--- src/rtl/cva5_flush_fifo.sv ---
// -----------------------------------------------------------------------------
// cva5_flush_fifo
//   First-word-fall-through FIFO for use between pipeline stages that can be
//   squashed. Any DEPTH >= 2 is supported because the pointers wrap by an
//   explicit compare against DEPTH-1. It provides an occupancy count, an
//   almost-full threshold, a single-cycle flush, an optional empty-bypass
//   path, and sticky overflow/underflow flags. A push into a full FIFO, or a
//   pop from an empty one, is dropped and recorded in those flags.
//
// Parameters
//   DATA_WIDTH : width of data_in / data_out
//   DEPTH      : number of entries (>= 2, any integer)
//   AF_THRESH  : almost_full asserted when count >= AF_THRESH (1..DEPTH)
//   BYPASS     : 1 = when empty, a push appears on data_out in the same cycle
//   ASSERT_ON  : 1 = enable the simulation-only misuse assertions
//
// Ports
//   clk         in  clock
//   rst         in  synchronous active-high reset
//   flush       in  discard all contents (priority below rst)
//   push        in  enqueue data_in
//   data_in     in  write data
//   pop         in  dequeue head entry
//   data_out    out head entry (don't-care while valid = 0)
//   valid       out data_out holds an entry
//   full        out count == DEPTH
//   almost_full out count >= AF_THRESH
//   count       out occupancy, 0..DEPTH
//   overflow    out sticky: a push was dropped while full
//   underflow   out sticky: a pop was issued while empty
//
// Handshake: the consumer side is valid/pop. The head entry is transferred on
//   any clock edge where valid & pop, and pop has no effect while valid = 0.
//   The producer side is push with full as the inverse of ready. An entry is
//   transferred on any edge where push & (~full | pop), so a push into a full
//   FIFO is accepted only when a pop frees the head slot in the same cycle.
//   Nothing is transferred on an edge where flush or rst is high.
// -----------------------------------------------------------------------------
module cva5_flush_fifo #(
   parameter int DATA_WIDTH = 32,
   parameter int DEPTH      = 4,
   parameter int AF_THRESH  = 3,
   parameter int BYPASS     = 0,
   parameter int ASSERT_ON  = 1
) (
   input  logic                         clk,
   input  logic                         rst,
   input  logic                         flush,
   input  logic                         push,
   input  logic [DATA_WIDTH-1:0]        data_in,
   input  logic                         pop,
   output logic [DATA_WIDTH-1:0]        data_out,
   output logic                         valid,
   output logic                         full,
   output logic                         almost_full,
   output logic [$clog2(DEPTH+1)-1:0]   count,
   output logic                         overflow,
   output logic                         underflow
);

   localparam int CW = $clog2(DEPTH + 1);
   localparam int PW = $clog2(DEPTH);

   logic [DATA_WIDTH-1:0] mem [DEPTH];
   logic [PW-1:0]         rd_ptr;
   logic [PW-1:0]         wr_ptr;
   logic [CW-1:0]         count_r;

   logic empty;
   logic bypass_empty;
   logic push_ok;
   logic pop_ok;
   logic pass_through;
   logic wr_en;
   logic rd_en;

   function automatic logic [PW-1:0] next_ptr(input logic [PW-1:0] p);
      // Explicit wrap so that non-power-of-2 depths work.
      return (p == PW'(DEPTH - 1)) ? '0 : p + PW'(1);
   endfunction

   assign empty        = (count_r == '0);
   assign full         = (count_r == CW'(DEPTH));
   assign almost_full  = (count_r >= CW'(AF_THRESH));
   assign count        = count_r;
   assign bypass_empty = (BYPASS != 0) && empty;

   // While empty in bypass mode, the incoming word is presented directly.
   assign valid    = bypass_empty ? push    : !empty;
   assign data_out = bypass_empty ? data_in : mem[rd_ptr];

   assign push_ok = push & (~full | pop);
   assign pop_ok  = pop & valid;

   // If a bypassed word is consumed in the same cycle it never touches
   // storage, so neither pointer moves.
   assign pass_through = bypass_empty & push & pop;
   assign wr_en        = push_ok & ~pass_through;
   assign rd_en        = pop_ok  & ~pass_through;

   // Storage is intentionally not reset.
   always_ff @(posedge clk) begin
      if (!rst && !flush && wr_en) begin
         mem[wr_ptr] <= data_in;
      end
   end

   always_ff @(posedge clk) begin
      if (rst) begin
         count_r   <= '0;
         rd_ptr    <= '0;
         wr_ptr    <= '0;
         overflow  <= 1'b0;
         underflow <= 1'b0;
      end else if (flush) begin
         // Flags are kept through a flush and are cleared only by rst.
         count_r <= '0;
         rd_ptr  <= '0;
         wr_ptr  <= '0;
      end else begin
         if (wr_en) wr_ptr <= next_ptr(wr_ptr);
         if (rd_en) rd_ptr <= next_ptr(rd_ptr);
         case ({wr_en, rd_en})
            2'b10:   count_r <= count_r + CW'(1);
            2'b01:   count_r <= count_r - CW'(1);
            default: count_r <= count_r;
         endcase
         if (push && full && !pop) overflow  <= 1'b1;
         if (pop && !valid)        underflow <= 1'b1;
      end
   end

`ifndef SYNTHESIS
   a_no_push_when_full : assert property (@(posedge clk)
      disable iff (rst || (ASSERT_ON == 0)) !(push && full && !pop))
      else $error("cva5_flush_fifo: push while full without pop");

   a_no_pop_when_empty : assert property (@(posedge clk)
      disable iff (rst || (ASSERT_ON == 0)) !(pop && !valid))
      else $error("cva5_flush_fifo: pop while not valid");
`endif

endmodule

--- config.mk ---
export PLATFORM = sky130hd
export DESIGN_NAME = cva5_flush_fifo
export DESIGN_NICKNAME = d
export VERILOG_FILES = /design/src/rtl/cva5_flush_fifo.sv
export SDC_FILE = /design/constraint.sdc
export NUM_CORES = 1
export LEC_CHECK = 0
export ABC_AREA = 1
export BUFFER_PORTS_ARGS = -buffer_cell sky130_fd_sc_hd__buf_2
export CAP_MARGIN = 15
export CORE_MARGIN = 2
export CORE_UTILIZATION = 49
export CTS_CLUSTER_DIAMETER = 100
export DETAILED_ROUTE_END_ITERATION = 7
export PLACE_DENSITY = 0.72
export SYNTH_ARGS = -nofsm -noshare
export SYNTH_HDL_FRONTEND = slang
export SYNTH_SLANG_ARGS = --single-unit
--- constraint.sdc ---
create_clock -name clk -period 2.7 [get_ports clk]
set_input_delay 0.54 -clock clk [delete_from_list [all_inputs] [get_ports clk]]
set_output_delay 0.54 -clock clk [all_outputs]
set_load 0.005 [all_outputs]
==> metrics.cfg, run 1 <==
[route]
routed_wl_mm = 10.7
drtPass1Iterations = 4
ant_nets = 0
dr.first_iter.drc_count = 269
vias_per_cell = 5.33
drcViolationCount = 0
vias = 3355
wl_per_cell_um = 17.0

[cts]
cts.sinks = 139
clkLatencyLatePin_ns = 0.52
hold_buffers = 0
cts_made_buffers = 17
cts-resized-gates = 0
cts_tree = built
post_cts.repair.setup_buffers = 0
cts_root_buf = clkbuf_8
clk_pin_slew_ns = 0.06
cts_htree_levels = 4
cts_buffer_depth = 2

[yosys]
avgSynthCellArea_um2 = 13.8
yosysWarningCount = 0
synth.top_cells.by_area = edfxtp_1 (72%), nor2_1 (5.6%), dfxtp_1 (4.1%), o22ai_1 (4.0%), o21ai_0 (3.8%)
synthesis.area_um2 = 5350
syn_nets = 431
yosysTopAreaCell = edfxtp_1
yosysTopAreaCellShare = 0.718
ys_types = 22
yosys_register_bits = 139
yosysSeqAreaShare = 0.759
syn_inst = 387

[critical_path]
crit_family = buffers and inverters
crit_type = flop to primary output
worstPathRequired_ns = 2.16
cp-start-kind = flop
crit_path_end_kind = primary output
timing.critical_path.cells = buf_4, inv_4, o21ai_0, o22ai_1, buf_2
arrival_ns = 1.87
critPathMaxFanout = 32
worst-path-buf-inv = 3
slowest_delay_ns = 0.32
slowest_stage = dfxtp_1

[die]
chipWidth_um = 109
fp.dieH_um = 109
initial_core_util = 0.498
num_rows = 38
io_pins = 77
die_area_um2 = 11800
core_area_um2 = 10700

[timing]
rsz0062_at_grt = no
finalClockSkew_ns = 0.00692
max_freq_mhz = 415
worst_pin_slew_ns = 0.441
fin_crit_sh = 0.892
finalSetupViolations = 0
hold_viol = 0
final_max_slew_viol_count = 0
maxSlewHeadroom = 0.705
fin_worst_hold_slack_ns = 0.227
post-route-min-period_ns = 2.41

[power]
peakVddDrop_v = 0.000631
p_total_mw = 5.18
leakagePower_nw = 2.42
p_per_area_nw_per_um2 = 788

[finish]
layout.nets = 520
layout-drive-gt1-share = 0.272
final_common_cell = edfxtp_1
final_util = 0.612
n_antenna_cell = 0
final_cell_mix = edfxtp_1 (128), nor2_1 (76), buf_2 (76)
syn_to_final_growth_pct = 22.9

[global_route]
antenna_found_initial = 0
overflow = 0
grt_pass1_wl_mm = 16.9
grt_pass1_vias = 3366
track_usage = 0.198
grt_max_degree = 65

[outcome]
status = complete, no violations

[hold_path]
hp-class = primary input to flop

[place]
portBuffers = 76
hpwlAfterDp_mm = 6.56
gp_congestion = 0.779

[flow_run]
maxCapViolations = 0

==> layout make-up <==
cell class	count	area, um2
flip-flops and latches	139	4070
clock inverters	10	185
clock buffers	22	483
fillers	844	4170
inverters	18	77.6
well taps	140	175
repair buffers	89	503
multi-input cells	211	1080
==> sequential cells by signal (all words and copies together) (netlist names), named ones only <==
signal	cells
count	3
mem	128
overflow	1
rd_ptr	2
underflow	1
wr_ptr	2
==> Yosys cell counts <==
cell / n
o21ai_1: 28
nor2_1: 80
inv_8: 1
fa_1: 1
buf_6: 9
nor3_1: 1
buf_2: 6
a21oi_1: 2
dfxtp_1: 11
inv_2: 1
nand2_2: 2
o22ai_1: 34
edfxtp_1: 128
inv_1: 16
ha_1: 6
clkbuf_1: 1
nand3_1: 2
nand2_1: 11
buf_4: 3
nand3_2: 1
o21ai_0: 41
nor2_2: 2
==> logic make-up after synthesis <==
group,after synthesis,synth area share
fa+ha+maj,7,0.0178
simple gates,99,0.0732
compound gates,105,0.106
flops,139,0.759
buf+inv,37,0.0435
==> metal layers <==
metal  GRT usage  share of wire  up-vias
li1            -              -     1603
met1       0.247           0.42     1611
met3      0.0741          0.066       12
met5           0              0        -
met2       0.317           0.50      129
met4      0.0714          0.012        0
==> worst reg2reg max path: stages (launching register included) <==
cell and delay, ns:
dfxtp_1 0.43, nor2_2 0.09, nand2_2 0.08, nand2_1 0.09, inv_1 0.10, ha_1 0.18, inv_1 0.07, fa_1 0.38
inv_1 0.07, nand2_1 0.05, nand3_1 0.09, nand2_1 0.06, nand2_1 0.05, nor2_1 0.03
==> where the power goes <==
group          switching, mW  total [mW]  leakage (nW)  internal, mW
registers             0.0153        2.40          1.25          2.38
clock network          0.831        2.55         0.327          1.72
logic                  0.145       0.237         0.850        0.0923
==> final timing paths <==
check / startpoint / slack (ns) / endpoint / cells after the start
setup reg to reg: count[0]$_SDFFE_PP0P_ / 0.82 / count[2]$_SDFFE_PP0P_ / 13
setup / recovery: flop / 0.29 / data_out[14] / 5
hold reg to reg: overflow$_SDFFE_PP0P_ / 0.47 / overflow$_SDFFE_PP0P_ / 2
hold / removal: data_in[0] / 0.23 / mem[0][0]$_DFFE_PP_ / 1
==> metrics by stage <==
stage	cells	TNS, ns	cell area [um2]	worst slack, ns
after CTS	629	0	6570	0.0649
after global placement	597	0	5900	0.667
after floorplan	387	-4.45	5350	-0.0348
after detailed placement	597	0	5900	0.633
final	629	0	6580	0.291
after global routing	629	0	6580	0.153
Power figures use the tool's default switching activity.
==> run 2: changes to the inputs <==
Settings changed: CORE_UTILIZATION 49 to 38, PLACE_DENSITY 0.72 to 0.58.
==> metrics.cfg, run 2 (synthesis gave the netlist of run 1 again) <==
[cts]
clkLatencyLatePin_ns = 0.41
post_cts.repair.setup_buffers = 0
cts.sinks = 139
hold_buffers = 0
cts_buffer_depth = 2
cts_root_buf = clkbuf_16
cts_made_buffers = 17
cts_htree_levels = 4
cts-resized-gates = 0
clk_pin_slew_ns = 0.05
cts_tree = built

[place]
placed_area_um2 = 5940
hpwlAfterDp_mm = 6.19
gp_congestion = 0.798
post-place-ws_ns = 0.691
portBuffers = 76
dp.cells = 633

[critical_path]
reg2regPathDepth = 13
rrSetupSlack_ns = 0.87
crit_type = flop to primary output
crit_family = buffers and inverters
path_depth = 4
r2r-start = count[0]$_SDFFE_PP0P_
worst-path-buf-inv = 2
arrival_ns = 1.82
slowest_delay_ns = 0.43
worstPathRequired_ns = 2.16
slowest_stage = buf_4
crit_path_end_kind = primary output
cp-start-kind = flop
timing.critical_path.cells = buf_4, o21ai_0, o22ai_1, buf_2
critPathMaxFanout = 48

[route]
vias = 3272
dr.first_iter.drc_count = 199
drcViolationCount = 0
routed_wl_mm = 10.7
vias_per_cell = 4.94
wl_per_cell_um = 16.1
ant_nets = 0
drtPass1Iterations = 6

[timing]
fin_ws_ns = 0.338
rsz0062_at_grt = no
fin_crit_sh = 0.875
final_max_slew_viol_count = 0
worst_pin_slew_ns = 0.630
finalClockSkew_ns = 0.00906
maxSlewHeadroom = 0.579
post-route-min-period_ns = 2.36
timing.setup.tns_ns = 0
finalSetupViolations = 0
hold_viol = 0
max_freq_mhz = 423

[finish]
final_common_cell = edfxtp_1
fin_cells = 663
largest_register_ffs = 128
layout-drive-gt1-share = 0.261
syn_to_final_growth_pct = 21.3
n_antenna_cell = 0
layout.nets = 516
regMostFlops = mem
fill_cells = 1220
stdcell_area_um2 = 6490
final_cell_mix = edfxtp_1 (128), nor2_1 (76), buf_2 (76)

[global_route]
grt_pass1_wl_mm = 16.6
grt_pass1_vias = 3275
antenna_found_initial = 1
overflow = 0
track_usage = 0.151
grt_max_degree = 65

[die]
num_rows = 43
core_area_um2 = 13800
chipWidth_um = 123
die_area_um2 = 15000
fp.dieH_um = 123
io_pins = 77
initial_core_util = 0.387

[power]
p_total_mw = 4.80
peakVddDrop_v = 0.000399
leakagePower_nw = 2.35
p_per_area_nw_per_um2 = 740

[outcome]
status = complete, no violations

[hold_path]
hp-class = primary input to flop
whs_path_depth = 1
holdCritStartpoint = data_in[21]

[flow_run]
maxCapViolations = 0

==> run 2: cell count changes in the layout (fill, tap and decap cells not counted) <==
cell	before	now
clkinvlp_4	1	2
inv_4	1	0
clkbuf_1	0	1
inv_6	0	1
buf_12	2	3
dfxtp_4	1	0
dfxtp_2	0	1
clkinv_2	2	5
clkbuf_16	16	17
clkbuf_8	6	0
inv_2	0	1
bufinv_16	5	2
buf_4	11	6
==> run 2: path summary, 6_finish.rpt <==
path / to
worst max-delay path: data_out[23]
worst min-delay path: mem[1][21]$_DFFE_PP_
worst max register to register: count[2]$_SDFFE_PP0P_
worst min register to register: underflow$_SDFFE_PP0P_
==> run 2: where the power goes <==
part	leakage, nW	internal [mW]	switching [mW]	total (mW)
Sequential	1.25	2.38	0.0115	2.39
Combinational	0.830	0.0903	0.147	0.237
Clock	0.272	1.34	0.832	2.17
==> run 2: cell type report <==
| type | count | area (um2) | area share |
|---|---|---|---|
| tap | 180 | 225 | 0.0347 |
| clock inverter | 12 | 126 | 0.0195 |
| sequential | 139 | 4070 | 0.626 |
| clock buffer | 18 | 429 | 0.0661 |
| inverter | 18 | 75.1 | 0.0116 |
| multi-input combinational | 211 | 1080 | 0.167 |
| timing repair buffer | 85 | 485 | 0.0748 |
==> run 2: through the flow <==
stage	util	hold WS, ns
final	0.469	0.341
after detailed placement	0.429	0.463
after global routing	0.469	0.327
after CTS	0.469	0.331
after global placement	0.429	0.458
after floorplan	-	0.465
==> run 2: per-layer routing <==
metal | global-route usage | share of wire
met2 | 0.257 | 0.51
met3 | 0.0530 | 0.047
met5 | 0 | 0
met1 | 0.174 | 0.43
met4 | 0.0568 | 0.013
==> run 2: worst register-to-register path, cell delays in order (launching register included) <==
cell and delay [ns]:
dfxtp_1 0.41, nor2_2 0.09, nand2_2 0.08, nand2_1 0.08, inv_1 0.11, ha_1 0.18
inv_1 0.06, fa_1 0.38, inv_1 0.07, nand2_1 0.05, nand3_1 0.08, nand2_1 0.05
nand2_1 0.05, nor2_1 0.03
